--- config.mk ---
export PLATFORM = sky130hd
export DESIGN_NAME = seq_mul_n
export DESIGN_NICKNAME = d
export VERILOG_FILES = /design/src/rtl/seq_mul_n.sv
export SDC_FILE = /design/constraint.sdc
export NUM_CORES = 1
export LEC_CHECK = 0
export ABC_CLOCK_PERIOD_IN_PS = 3830
export BUFFER_PORTS_ARGS = -buffer_cell sky130_fd_sc_hd__buf_4
export CAP_MARGIN = 20
export CORE_MARGIN = 5
export CORE_UTILIZATION = 58
export DETAILED_ROUTE_END_ITERATION = 7
export PLACE_DENSITY = 0.84
export SLEW_MARGIN = 30
export SYNTH_ARGS = -nofsm -noshare
export SYNTH_HDL_FRONTEND = slang
export SYNTH_SLANG_ARGS = --single-unit
--- constraint.sdc ---
create_clock -name clk_i -period 3.83 [get_ports clk_i]
set_clock_uncertainty 0.2 [all_clocks]
set_input_delay 0.1915 -clock clk_i [delete_from_list [all_inputs] [get_ports clk_i]]
set_output_delay 0.1915 -clock clk_i [all_outputs]
set_load 0.05 [all_outputs]
--- src/rtl/seq_mul_n.sv ---
// seq_mul_n -- sequential shift-add multiplier, one partial product per clock.
//
// Produces the exact 2*WIDTH-bit product of two WIDTH-bit operands in either
// unsigned or two's-complement mode (selected per operation). Latency is fixed
// at WIDTH cycles from the accepting edge to done_o; a start in DONE chains a
// new operation with no idle gap.
//
// Ports:
//   clk_i     rising-edge clock
//   rst_i     asynchronous active-high reset
//   start_i   request a multiply; accepted in IDLE or DONE only
//   signed_i  sampled with start_i: 1 = two's-complement, 0 = unsigned
//   a_i       multiplicand, sampled on the accepting edge
//   b_i       multiplier, sampled on the accepting edge
//   busy_o    high while an operation is running
//   done_o    one-cycle pulse when p_o takes a new result
//   p_o       product; held until the next result or reset
module seq_mul_n #(
    parameter int WIDTH = 16
) (
    input  logic               clk_i,
    input  logic               rst_i,
    input  logic               start_i,
    input  logic               signed_i,
    input  logic [WIDTH-1:0]   a_i,
    input  logic [WIDTH-1:0]   b_i,
    output logic               busy_o,
    output logic               done_o,
    output logic [2*WIDTH-1:0] p_o
);

    localparam int SW = $clog2(WIDTH + 1);
    localparam logic [SW-1:0] LAST_STEP = SW'(WIDTH - 1);

    typedef enum logic [1:0] {
        S_IDLE,
        S_RUN,
        S_DONE
    } state_t;

    state_t state;
    state_t state_nxt;

    // Datapath registers: multiplicand magnitude, upper accumulator half and
    // the multiplier, which doubles as the lower accumulator half as it shifts.
    logic [WIDTH-1:0]   mcand;
    logic [WIDTH-1:0]   acc;
    logic [WIDTH-1:0]   mplier;
    logic [SW-1:0]      step;
    logic               neg;

    logic               accept;
    logic               last_step;
    logic [WIDTH-1:0]   a_mag;
    logic [WIDTH-1:0]   b_mag;
    logic [WIDTH:0]     sum;
    logic [WIDTH-1:0]   acc_nxt;
    logic [WIDTH-1:0]   mplier_nxt;
    logic [2*WIDTH-1:0] prod;
    logic [2*WIDTH-1:0] result;

    // Operand magnitudes. The most negative value negates to itself, which
    // read as unsigned is exactly 2^(WIDTH-1), so WIDTH bits always suffice.
    always_comb begin
        a_mag = a_i;
        b_mag = b_i;
        if (signed_i && a_i[WIDTH-1]) begin
            a_mag = ~a_i + WIDTH'(1);
        end
        if (signed_i && b_i[WIDTH-1]) begin
            b_mag = ~b_i + WIDTH'(1);
        end
    end

    // One shift-add iteration. The carry out of the add is the (WIDTH+1)th
    // accumulator bit; it is consumed immediately by the right shift, so it
    // never needs its own register.
    always_comb begin
        sum = {1'b0, acc};
        if (mplier[0]) begin
            sum = {1'b0, acc} + {1'b0, mcand};
        end
        acc_nxt    = sum[WIDTH:1];
        mplier_nxt = {sum[0], mplier[WIDTH-1:1]};
        prod       = {acc_nxt, mplier_nxt};
        // Two's-complement negate; a zero product stays zero.
        result     = neg ? (~prod + (2*WIDTH)'(1)) : prod;
    end

    assign last_step = (step == LAST_STEP);

    always_ff @(posedge clk_i or posedge rst_i) begin
        if (rst_i) begin
            state <= S_IDLE;
        end else begin
            state <= state_nxt;
        end
    end

    always_comb begin
        state_nxt = state;
        accept    = 1'b0;
        case (state)
            S_IDLE: begin
                if (start_i) begin
                    accept    = 1'b1;
                    state_nxt = S_RUN;
                end
            end
            S_RUN: begin
                if (last_step) begin
                    state_nxt = S_DONE;
                end
            end
            S_DONE: begin
                if (start_i) begin
                    accept    = 1'b1;
                    state_nxt = S_RUN;
                end else begin
                    state_nxt = S_IDLE;
                end
            end
            default: begin
                state_nxt = S_IDLE;
            end
        endcase
    end

    always_ff @(posedge clk_i or posedge rst_i) begin
        if (rst_i) begin
            mcand  <= '0;
            acc    <= '0;
            mplier <= '0;
            step   <= '0;
            neg    <= 1'b0;
            p_o    <= '0;
        end else if (accept) begin
            mcand  <= a_mag;
            acc    <= '0;
            mplier <= b_mag;
            step   <= '0;
            neg    <= signed_i & (a_i[WIDTH-1] ^ b_i[WIDTH-1]);
        end else if (state == S_RUN) begin
            acc    <= acc_nxt;
            mplier <= mplier_nxt;
            step   <= step + SW'(1);
            // Finalise from the combinational result of the last iteration
            // so the product lands on the same edge that enters DONE.
            if (last_step) begin
                p_o <= result;
            end
        end
    end

    assign busy_o = (state == S_RUN);
    assign done_o = (state == S_DONE);

endmodule
======== Yosys cells after proc, flatten, opt, wreduce, memory -nomap -nowiden ========
Index checks and enable logic that the tools add are counted.
word-level totals
  output and inout port bits .............. 34
  input bits .............................. 36
  register bits after elaboration ......... 88
  logic and storage cells ................. 46
operators by class
  equal/unequal tests ..................... 5
  add/sub/neg operators ................... 5
  multiplexer cells ....................... 16
  reduce and logical (&&, ||, !) cells .... 7
  bitwise operators ....................... 6
operator list
  operator                                                count
  2-to-1 mux 16 bit                                       6
  adder 16 x 1 -> 16 bit (second input constant)          2
  adder 32 x 1 -> 32 bit (second input constant)          1
  2-to-1 mux 32 bit                                       1
  NOT 16 bit                                              2
  NOT 32 bit                                              1
  adder 16 x 16 -> 17 bit                                 1
  2-to-1 mux 17 bit                                       1
  2-to-1 mux 5 bit                                        2
  case mux 2 bit (3 select lines)                         1
  adder 5 x 1 -> 5 bit (second input constant)            1
  equality test 5 x 4 -> 1 bit (second input constant)    1
  2-to-1 mux 2 bit                                        2
  2-to-1 mux 1 bit                                        3
  AND reduction 3 bit                                     1
  equality test 2 x 1 -> 1 bit (second input constant)    1
  equality test 2 bit (second input constant)             1
  logical AND 1 bit                                       2
  logical NOT 2 bit                                       1
  inequality test 2 x 1 -> 1 bit (second input constant)  1
  inequality test 2 bit (second input constant)           1
  AND reduction 2 bit                                     1
  nonzero test 2 bit                                      1
  OR reduction 2 bit                                      1
  other kinds (3)                                         3

======== Logic depth before layout (Yosys ltp) ========
  word-level depth ........................ 5
  depth in mapped cells ................... 11
  depth with buffers taken out ............ 11

======== Worst setup path after synthesis ========
OpenSTA, ideal clock, no wires.
  path kind ............................... flip-flop to flip-flop
  from .................................... reg acc[0]
  to ...................................... reg p_o[31]
  data required time ...................... 3.508 ns
  path buffers ............................ 0
  period minus slack after synthesis ...... 3.305 ns
  data arrival time ....................... 2.983 ns
  cell stages (with the launch flop) ...... 12
  path slack .............................. 0.525 ns
  library setup time ...................... 0.122 ns
  cell sequence ........................... dfrtp_1 ha_1 fa_1 a211oi_1 o211ai_1 a21oi_1 o211ai_1 or3_1 or3_1 o31ai_2 xnor2_1 o21ai_1
between the ends
  word-level cells in the longest chain between the ends .. 5
RTL lines
  element                   line  text
  start: declaration        47    logic [WIDTH-1:0] acc;
  start signal: assignment  144   acc <= acc_nxt;
  adder 16 x 16 -> 17 bit   81    sum = {1'b0, acc} + {1'b0, mcand};
  2-to-1 mux 17 bit *       80    if (mplier[0]) begin
  NOT 32 bit                87    result = neg ? (~prod + (2*WIDTH)'(1)) : prod;
  adder 32 x 1 -> 32 bit    87
  2-to-1 mux 32 bit *       87
  end signal: assignment    150   p_o <= result;
  end: declaration          29    output logic [2*WIDTH-1:0] p_o
Mark *: on every way between the ends. The rest lies on a longest branch, timed or not.
A chain may end at the register's enable or synchronous reset.

======== Final worst setup path ========
  from .................................... reg acc[0]
  to ...................................... reg p_o[30]
Same word-level chain as after synthesis.

==> flow_metrics.tcl <==
set metrics [dict create \
    synth_flop_cell "dfrtp_1" \
    r2r-end "p_o[30]$_DFFE_PP0P_" \
    ant_nets 0 \
    seq_area_um2 2200 \
    synth_seq_cells 88 \
    clk_latency_ns 0.37 \
    die_area_um2 11700 \
    synth_nets 690 \
    synth-edff-count 0 \
    min_path_type "input pin to flop" \
    design_area_um2 6790 \
    syn_inst 632 \
    drc 0 \
    cap_violations 0 \
    status "complete, no violations" \
    fin_crit_ns 3.57 \
    syn_area_per_cell_um2 8.87 \
    start_util 0.601 \
    multi_input_comb_area_um2 3200 \
    grt_use_total 0.256 \
    layout-drive-gt1-share 0.168 \
    tns_ns 0 \
    final-setup-viol-count 0 \
    place_ws_ns 0.193 \
    setup_ws_ns 0.255 \
    crit_arrival_ns 3.61 \
    dp_hpwl_mm 9.86 \
    period_share 0.933 \
    first_pass_iters 5 \
    leakage_nw 2.99 \
    port_buffers 69 \
    path_clk_slew_ns 0.10 \
    numCtsBuffers 9 \
    final_common_cell "nand2_1" \
    io_pins 70 \
    crit_fanout 4 \
    r2r_setup_slack_ns 0.26 \
    grt-ovfl-total 0 \
    final_cell_mix "nand2_1 (98), dfrtp_1 (87), buf_4 (79)" \
    clock_sinks 88 \
    syn-cell-area_um2 5610 \
    core_um2 9330 \
    antenna_found_initial 0 \
    power.density_nw_per_um2 908 \
    cp-end-kind "flop" \
    worst_setup_path_start_kind "flop" \
    slew_headroom 0.500 \
    dpl_cell_area_um2 6220 \
    critPathKind "flop to flop" \
    syn2layout_area_growth_pct 21.1 \
    rr_worst_depth 12 \
    rsz0062_at_grt "false" \
    n_antenna_cell 0 \
    drt_iter0_drc 354 \
    route.detailed.wl_per_inst_um 16.4 \
    synth_cell_type_count 71 \
    hold_violations 0 \
    via_per_inst 5.96 \
    fillCellCount 665 \
    ys_async_sr_fraction 1.00 \
    fp.dieH_um 108 \
    ys_seq_area_frac 0.393 \
    power_mw 6.17 \
    tritoncts "built" \
    peakVddDrop_uv 410 \
    fmax_mhz 280 \
    crit_required_ns 3.87 \
    cts_max_path_buffers 2 \
    h-tree-depth 3 \
    reg2reg_from "acc[0]$_DFFE_PP0P_" \
    crit_end "p_o[30]$_DFFE_PP0P_" \
    yosysWarningCount 0 \
    grt_pass1_vias 5065 \
    rows 35 \
    place.gp.congestion 0.926 \
    clockRootBuffer "clkbuf_8" \
    grt_max_degree 66 \
    worstSetupStartpoint "acc[0]$_DFFE_PP0P_" \
    grt_pass1_wl_mm 24.1 \
    drt_wl_total_mm 14.2 \
    tightest_slew_ns 0.749 \
    drv_slew 0 \
    vias 5147 \
    die_width_um 108 \
    nets 787 \
]
[where the power goes]
part / total [mW] / switching [mW] / leakage (nW) / internal, mW
logic: 3.73 / 2.30 / 1.77 / 1.44
clock network: 0.627 / 0.364 / 0.0952 / 0.263
registers: 1.81 / 0.462 / 1.12 / 1.35
total: 6.17 / 3.12 / 2.99 / 3.04
[metal layers]
| metal | track usage | vias to the layer above | part of all wire |
|---|---|---|---|
| met5 | 0 | - | 0 |
| met2 | 0.406 | 211 | 0.46 |
| met4 | 0.0920 | 0 | 0.024 |
| met3 | 0.0525 | 39 | 0.076 |
| met1 | 0.349 | 2441 | 0.44 |
| li1 | - | 2456 | - |
[area by class of cell]
cell class / instances / share of cell area
Sequential cell: 88 / 0.324
Timing Repair Buffer: 116 / 0.143
Multi-Input combinational cell: 497 / 0.471
Clock buffer: 10 / 0.0203
Inverter: 17 / 0.0101
Clock inverter: 6 / 0.00737
Tap cell: 129 / 0.0238
[registers in the layout, indices dropped and copies added (netlist names)]
signal  cells
p_o        32
acc        16
mcand      16
mplier     16
step        5
state       2
neg         1
[critical path, cell delays in order (launching register included)]
cell	delay [ns]
dfrtp_1	0.42
ha_1	0.23
fa_1	0.44
xnor2_1	0.33
a31oi_1	0.13
nor4_1	0.43
nand2_1	0.10
a2111oi_0	0.40
buf_4	0.19
nand3_1	0.11
o21ai_1	0.23
xor2_1	0.18
o21ai_1	0.08
[through the flow]
stage,std cells,hold slack (ns),utilization
2_1_floorplan,632,0.163,-
3_3_place_gp,810,0.257,0.667
3_5_place_dp,810,0.0771,0.667
4_1_cts,862,0.0911,0.726
5_1_grt,863,0.126,0.728
6_report,863,0.0866,0.728
[repair_timing]
item                                    in CTS  in global routing
resized for setup                            0                  2
endpoints found under the setup margin       0                  2
hold buffers                                36                  0
setup buffers                                0                  1
hold endpoints to repair                    93                  0
[Yosys cell counts, types with 2 or more instances]
cell type | instances | share of area
a211oi_1 | 3 | 0.0040
o2111a_1 | 2 | 0.0040
nand2b_1 | 5 | 0.0056
clkbuf_8 | 4 | 0.0098
mux2i_1 | 5 | 0.0089
nor2_1 | 25 | 0.017
a211o_1 | 2 | 0.0031
o2111ai_1 | 2 | 0.0031
nor4_1 | 6 | 0.0067
buf_1 | 3 | 0.0020
o31ai_1 | 7 | 0.0094
a221o_1 | 2 | 0.0036
nor2b_1 | 8 | 0.0089
ha_1 | 21 | 0.047
clkbuf_1 | 21 | 0.014
a22oi_1 | 16 | 0.021
or4_4 | 2 | 0.0040
inv_1 | 15 | 0.010
o21a_1 | 2 | 0.0027
o41ai_1 | 2 | 0.0031
nand4_1 | 3 | 0.0033
a21o_1 | 3 | 0.0040
a21oi_1 | 34 | 0.030
nand2_1 | 99 | 0.066
o21ai_1 | 24 | 0.021
or4_1 | 2 | 0.0027
a31oi_1 | 2 | 0.0022
a22o_1 | 7 | 0.011
and3b_1 | 2 | 0.0031
dfrtp_1 | 88 | 0.39
o211ai_1 | 5 | 0.0067
o31ai_2 | 2 | 0.0045
o21ai_0 | 69 | 0.062
or3_1 | 6 | 0.0067
nor3_1 | 17 | 0.015
nand3_1 | 18 | 0.016
inv_2 | 2 | 0.0013
xnor2_1 | 33 | 0.052
xor2_1 | 31 | 0.048
[cells by family (layout without fill, tap and decap cells)]
logic type,count (synthesis),after routing,share of synthesized area
multiplexers,6,6,0.0109
XOR/XNOR,64,64,0.100
AO/OA/AOI/OAI,199,199,0.224
flip-flops,88,88,0.393
buffers and inverters,47,149,0.0406
AND/OR/NAND/NOR,206,206,0.181
adder cells (fa/ha/maj),22,22,0.0504
[how the worst min path moves through the flow]
stage,start,endpoint,slack [ns],cells after the start
3_3_place_gp,rst_i,p_o[6]$_DFFE_PP0P_,0.26,2
3_5_place_dp,rst_i,p_o[6]$_DFFE_PP0P_,0.08,2
2_1_floorplan,a_i[0],mcand[0]$_DFFE_PP0P_,0.16,2
4_1_cts,start_i,step[2]$_DFFE_PP0P_,0.09,3
5_1_grt,start_i,step[2]$_DFFE_PP0P_,0.13,3
6_report,start_i,step[2]$_DFFE_PP0P_,0.09,3
Note: power is estimated with default switching activity, not from simulation.
